File: src/rtl/dcache_port_arbiter.sv
// Two-way arbiter sharing the single D$ request port between the MEM stage (0)
// and the page-table walker (1): latched requests, round-robin, release bubble, watchdog.
module dcache_port_arbiter #(
    parameter int ADDR_WIDTH     = 64,
    parameter int DATA_WIDTH     = 64,
    parameter int TIMEOUT_CYCLES = 1024
) (
    input  logic                  clk,
    input  logic                  reset,

    input  logic                  m_en,
    input  logic [ADDR_WIDTH-1:0] m_addr,
    input  logic                  m_write_en,
    input  logic [DATA_WIDTH-1:0] m_wdata,
    input  logic [1:0]            m_wlen,
    output logic [DATA_WIDTH-1:0] m_rdata,
    output logic                  m_rvalid,
    output logic                  m_write_done,
    output logic                  m_page_fault,

    input  logic                  p_en,
    input  logic [ADDR_WIDTH-1:0] p_addr,
    input  logic                  p_write_en,
    input  logic [DATA_WIDTH-1:0] p_wdata,
    input  logic [1:0]            p_wlen,
    output logic [DATA_WIDTH-1:0] p_rdata,
    output logic                  p_rvalid,
    output logic                  p_write_done,
    output logic                  p_page_fault,

    output logic                  dc_en,
    output logic [ADDR_WIDTH-1:0] dc_in_addr,
    output logic                  dc_write_en,
    output logic [DATA_WIDTH-1:0] dc_in_wdata,
    output logic [1:0]            dc_in_wlen,
    input  logic [DATA_WIDTH-1:0] dc_out_rdata,
    input  logic                  dc_out_rvalid,
    input  logic                  dc_out_write_done,
    input  logic                  dc_out_page_fault,

    output logic                  owner,
    output logic                  busy,
    output logic                  timeout_err
);

    typedef enum logic [1:0] {IDLE, BUSY, RELEASE} state_t;

    localparam int              WD_W   = $clog2(TIMEOUT_CYCLES + 1);
    localparam logic [WD_W-1:0] WD_MAX = WD_W'(TIMEOUT_CYCLES);

    state_t          state, state_nxt;
    logic            aborted;
    logic [WD_W-1:0] wdog;
    logic            done, grant, winner, owner_en, fwd;

    always_comb begin
        done     = dc_out_rvalid | dc_out_write_done;
        grant    = (state == IDLE) && (m_en || p_en);
        // On a tie the requester that did not own the last transaction wins.
        winner   = (m_en && p_en) ? ~owner : p_en;
        owner_en = owner ? p_en : m_en;
        fwd      = (state == BUSY) && done && !aborted;
    end

    always_comb begin
        state_nxt = state;
        case (state)
            IDLE:    if (grant) state_nxt = BUSY;
            BUSY:    if (done)  state_nxt = RELEASE;
            RELEASE: state_nxt = IDLE;
            default: state_nxt = IDLE;
        endcase
    end

    always_ff @(posedge clk or negedge reset) begin
        if (!reset) begin
            state       <= IDLE;
            owner       <= 1'b1;
            dc_in_addr  <= '0;
            dc_write_en <= 1'b0;
            dc_in_wdata <= '0;
            dc_in_wlen  <= '0;
            aborted     <= 1'b0;
            wdog        <= '0;
            timeout_err <= 1'b0;
        end else begin
            state <= state_nxt;
            if (grant) begin
                owner       <= winner;
                dc_in_addr  <= winner ? p_addr     : m_addr;
                dc_write_en <= winner ? p_write_en : m_write_en;
                dc_in_wdata <= winner ? p_wdata    : m_wdata;
                dc_in_wlen  <= winner ? p_wlen     : m_wlen;
                aborted     <= 1'b0;
                wdog        <= '0;
            end
            if (state == BUSY) begin
                // A dropped request keeps the D$ transaction alive but kills its response.
                if (!done && !owner_en)
                    aborted <= 1'b1;
                if (wdog != WD_MAX)
                    wdog <= wdog + WD_W'(1);
                if (wdog == WD_MAX - WD_W'(1))
                    timeout_err <= 1'b1;
            end
        end
    end

    always_comb begin
        dc_en        = (state == BUSY);
        busy         = (state == BUSY);

        m_rvalid     = fwd && !owner && dc_out_rvalid;
        m_write_done = fwd && !owner && dc_out_write_done;
        m_page_fault = fwd && !owner && dc_out_page_fault;
        m_rdata      = m_rvalid ? dc_out_rdata : '0;

        p_rvalid     = fwd && owner && dc_out_rvalid;
        p_write_done = fwd && owner && dc_out_write_done;
        p_page_fault = fwd && owner && dc_out_page_fault;
        p_rdata      = p_rvalid ? dc_out_rdata : '0;
    end

endmodule

File: config.mk
export PLATFORM = sky130hd
export DESIGN_NAME = dcache_port_arbiter
export DESIGN_NICKNAME = d
export VERILOG_FILES = /design/src/rtl/dcache_port_arbiter.sv
export SDC_FILE = /design/constraint.sdc
export NUM_CORES = 1
export LEC_CHECK = 0
export BUFFER_PORTS_ARGS = -buffer_cell sky130_fd_sc_hd__buf_2
export CORE_AREA = 2 2 233 235
export DETAILED_ROUTE_END_ITERATION = 8
export DIE_AREA = 0 0 235 237
export SYNTH_ARGS = -nofsm -noshare
export SYNTH_HDL_FRONTEND = slang
export SYNTH_SLANG_ARGS = --single-unit
File: constraint.sdc
create_clock -name clk -period 3.2 [get_ports clk]
set_input_delay 0 -clock clk [delete_from_list [all_inputs] [get_ports clk]]
set_output_delay 0 -clock clk [all_outputs]
set_load 0.03 [all_outputs]
---- Word-level counts from Yosys, hierarchy flattened ----
Cells that the tools add are included.
operators by class
  $lt $le $gt $ge ......................... 0
  bitwise logic cells ..................... 2
  equality and inequality tests ........... 5
  reduce and logical (&&, ||, !) cells .... 21
  shift operators ......................... 0
  multipliers ............................. 0
  divide/modulo/power cells ............... 0
  add/sub/neg operators ................... 1
  muxes and demuxes ....................... 17
operators by type and width
  cell                     number
  $mux W64                 4
  $mux W11                 3
  $logic_and A1 B1 Y1      13
  $add A11 B1 Y11 const B  1
  $eq A11 B10 Y1 const B   1
  $ne A11 B11 Y1 const B   1
  $mux W1                  6
  $mux W2                  3
  $logic_not A1 Y1         4
  $pmux W2 S2              1
  $reduce_and A2 Y1        2
  $eq A2 B1 Y1 const B     1
  $logic_not A2 Y1         1
  $ne A2 B1 Y1 const B     1
  $ne A2 B2 Y1 const B     1
  $logic_or A1 B1 Y1       1
  $not A1 Y1               1
  $or A1 B1 Y1             1
word-level totals
  flip-flop bits (word level) ............. 147
  latch bits .............................. 0
  ROM bits ................................ 0
  bits in writable memories ............... 0
  memories kept ........................... 0
  output and inout bits ................... 269

---- Logic depth before layout (Yosys ltp) ----
  depth in word-level cells ............... 6
  mapped depth ............................ 7
  gate-level depth less buffers ........... 5

---- Least setup slack after synthesis ----
No wires, ideal clock.
  path kind ............................... register -> register
  from .................................... register state[1]
  to ...................................... register owner
  data arrival time ....................... 1581 ps
  stages on the path, launching flop included .. 7
  required time ........................... 3118 ps
  buffers on the path ..................... 3
  slack ................................... 1537 ps
  cells stage by stage .................... dfrtp_1 or2_1 buf_2 buf_2 buf_6 nor2_1 mux2_2
between the ends
  word-level cells in the longest chain between the ends .. 2
RTL lines
  item                      line  RTL
  start: declaration        51    state_t state, state_nxt;
  start signal: assignment  87    state <= state_nxt;
  $logic_not A2 Y1          58    grant = (state == IDLE) && (m_en || p_en);
  $logic_and A1 B1 Y1       58
  end signal: assignment    89    owner <= winner;
  end: declaration          41    output logic owner,
No other way between the ends.
A chain may end at the register's enable or synchronous reset.

---- Final worst setup path ----
  from .................................... register owner
  to ...................................... register dc_in_addr[55]
between the ends
  word-level cells in the longest chain between the ends .. 3
RTL lines
  item                    line  RTL
  $not A1 Y1              60    winner = (m_en && p_en) ? ~owner : p_en;
  $mux W1                 60
  $mux W64                90    dc_in_addr <= winner ? p_addr : m_addr;
  end signal: assignment  90
  end: declaration        32    output logic [ADDR_WIDTH-1:0] dc_in_addr,
No other way between the ends.

==> results.md <==
Setup path:
- The worst setup path is launched from a register.
- STA classifies the critical path endpoint as a register.
- The register-to-register path setup slack is 0.62 ns.
- The startpoint identified for the worst register-to-register timing path is owner$_DFFE_PN1P_.
- Data arrives at the worst endpoint at 2.90 ns.
- The worst flop-to-flop path endpoint is dc_in_addr[55]$_DFFE_PN0P_.
- In this run the worst path has a maximum fanout of 36.
- The critical path is of the register to register type.
- For the worst setup path, the data required time is 3.52 ns.
- The number of cells on the worst reg-to-reg path is 5.

Die:
- The die is 237 um tall.
- The overall die area is approximately 0.056 mm2.
- The area inside the core boundary is approximately 0.053 mm2.
- The number of rows created at floorplan is 85.
- The die is 235 um wide.
- The initial utilization of the core area, before any placement, comes to 15.0%.
- In this run the count of I/O pins placed on the die edge is 602.

Finish:
- The library cells used most frequently in the layout, excluding fill and tap cells, are buf_2, dlygate4sd3_1, o21ai_0, dfrtp_1, mux2i_1.
- The number of standard cells in the layout, taps in and fillers out is 2363.
- The most common cell after layout, fill and taps aside is buf_2.
- In the final layout, the share of cells above drive strength 1 is 39.8%.
- The total number of nets in the final design is just under 2000.
- The area added between synthesis and finish is 87.8%.

STA:
- The minimum clock period is 2.58 ns.
- Based on the critical path, the design can be clocked at up to 388 MHz.
- Setup repair after global routing left no endpoint under its margin.
- The worst clock skew is roughly 0.012 ns.
- After routing, the total negative slack on setup checks comes to 0 ns.
- The portion of the clock cycle consumed by the worst path in the final layout is between 80% and 90%.
- The final max-slew violation count is 0.
- The final setup violation count is 0.
- At the pin with the least slew margin, the transition time is between 0.9 and 1 ns.
- The final-report hold violation count is 0.
- The remaining max-slew budget at the tightest pin is 39.0%.

Global routing:
- The via count of the first global-routing pass is roughly 10000.
- The overflow left after global routing is 0.
- The number of antenna violations at the first check in global routing is 2.
- The maximum number of pins on one net before global-route repair is 80.
- The wire length of the first global-routing pass is 55.9 mm.
- Across every metal layer, demand over resource in global routing totals 13.0%.

Clock tree:
- Clock tree synthesis inserted a total of 17 buffers.
- The clock reaches the later pin of the worst-skew pair after 0.47 ns.
- The tree built by TritonCTS fans out to between 100 and 150 sinks.
- Clock-pin slew was measured on the worst setup and hold paths at 0.07 ns.
- Counting along the longest clock path gives a buffer depth of 2.
- The number of gates resized after CTS was 0.
- The CTS tree is done.
- In this run the number of H-tree levels came out at 4.
- The tree is rooted in a clkbuf_16.

Synth:
- The biggest area contributor in the post-synthesis netlist is dfrtp_1.
- The top flip-flop cell by instance count after synthesis is dfrtp_1.
- For this run, asynchronously set or reset flops after synthesis account for 100%.
- The number of synthesized flops with an enable pin is 0.
- In this run the mean area of a mapped cell was 9.74 um2.
- The count of warnings emitted by yosys is 0.
- The number of library cell types mapped by synthesis is 37.
- The number of nets handed over by synthesis was 1153.
- The number of flip-flops and latches in the synthesized netlist is roughly 150.
- The total standard cell area after synthesis is 0.00797 mm2.
- The sequential element share of the synthesized area is between 40% and 50%.
- By area the synthesized netlist is led by dfrtp_1, mux2i_1, o21ai_0, and2_1, o21ai_1.
- Synthesis produced a netlist whose cell count is 818.
- The area share of the largest cell type after synthesis is a little under half.

Pwr:
- The worst voltage drop across the vdd grid is 0.455 mV.
- Power spread over the standard cell area amounts to 786 mW/mm2.
- In this run the static leakage power is 0.00755 uW.

Detailed routing:
- After detailed routing, the number of vias per cell comes to between 4 and 5.
- The total length of routed wires is 37.4 mm.
- After the first detailed-routing iteration, the DRC count stood at ~390.
- The via count of the routed design is 9902.
- The post-detailed-route count of antenna-violating nets is 0.
- The residual DRC count is 0.
- The first detailed-routing pass ran for 5 iterations.
- Dividing the detail-routed wire length by the instance count gives 15.8 um.

Placement:
- The placer congestion estimate is 0.867.
- The number of placed instances, taps included, is 2062.
- The post-detailed-placement half-perimeter wirelength is between 20 and 25 mm.
- The count of input and output buffers is 601.

Min path:
- The classification of the worst-slack hold path is input pin to async pin.

Run status:
- The run finished with clean final reports.

Flow run:
- The tool flagged a number of max-cap violations equal to 0.
per-layer routing:
metal	up-vias	global-route usage (%)	wire [um]
met5	-	0	0
met3	83	3.39	2580
met1	4777	12.9	13400
li1	4547	-	-
met2	495	24.2	20000
met4	0	7.54	1450
cells by family (layout without fill, tap and decap cells):
group           after synthesis  in the layout  share of synthesized area (%)
compound gates              281            281                           17.9
flops                       147            147                           46.2
fa+ha+maj                     2              2                          0.314
mux                         140            140                           17.6
other cells                   0              2                              0
simple gates                167            167                           12.9
buf+inv                      81            928                           5.06
repair_timing:
action | 4_1_cts | 5_1_grt
endpoints found under the hold margin | 254 | 0
setup buffers | 0 | 0
setup endpoints to repair | 0 | 0
hold buffers | 267 | 0
cells in the mapped netlist, types with 2 or more instances:
library cell / instances
o21ai_0: 203
dfrtp_1: 146
mux2i_1: 138
and2_1: 128
o21ai_1: 68
clkbuf_1: 46
buf_2: 17
buf_6: 9
nor2_1: 9
inv_1: 5
nand2_1: 5
and3_1: 4
nand3_1: 4
a21oi_1: 3
buf_4: 2
clkbuf_2: 2
ha_1: 2
mux2_2: 2
nand3b_1: 2
nand4_1: 2
nor4b_1: 2
o31ai_1: 2
or2_1: 2
or3_1: 2
worst max-delay path by stage:
stage,depth (start not counted),slack [ns],from,end
finish,5,0.62,owner$_DFFE_PN1P_,dc_in_addr[55]$_DFFE_PN0P_
floorplan,6,1.54,state[1]$_DFFE_PN0P_,owner$_DFFE_PN1P_
CTS,5,0.70,owner$_DFFE_PN1P_,dc_in_addr[20]$_DFFE_PN0P_
global route,5,0.46,owner$_DFFE_PN1P_,dc_in_addr[28]$_DFFE_PN0P_
detailed placement,4,1.21,owner$_DFFE_PN1P_,dc_in_addr[20]$_DFFE_PN0P_
global placement,4,1.30,owner$_DFFE_PN1P_,dc_in_addr[52]$_DFFE_PN0P_
critical path, cell delays in order (launching register included):
cell	delay, ns
dfstp_2	0.42
a21boi_4	0.71
buf_12	0.33
mux2i_1	0.24
dlygate4sd3_1	0.58
o21ai_0	0.09
through the flow:
stage / instance area (um2) / power [uW] / hold WS (ns) / setup WS, ns / util, %
6_report: 15000 / 11800 / 0.0418 / 0.620 / 28.1
5_1_grt: 15000 / 12500 / 0.0593 / 0.462 / 28.1
4_1_cts: 15000 / 11800 / 0.0206 / 0.695 / 28.1
3_5_place_dp: 11700 / 9260 / 0.00112 / 1.21 / 22.0
3_3_place_gp: 11700 / 9150 / -0.00124 / 1.30 / 22.0
2_1_floorplan: 7970 / 7220 / -0.296 / 1.54 / -
report_power, final:
part | switching, uW | internal (uW)
clock | 935 | 1090
combinational | 4360 | 2130
sequential | 510 | 2730
final cells by class:
cell class,count,area (um2)
Fill cell,5528,38300
Timing Repair Buffer,891,5910
Multi-Input combinational cell,590,3910
Sequential cell,147,3680
Tap cell,696,871
Clock buffer,18,429
Clock inverter,14,140
Inverter,5,18.8
Antenna cell,2,5.00
registers in the layout (all words and copies together), names as in the netlist:
signal / flops
owner: 1
state: 2
wdog: 11
dc_write_en: 1
dc_in_wlen: 2
dc_in_wdata: 64
timeout_err: 1
aborted: 1
dc_in_addr: 64
(Power assumes the default switching activity.)
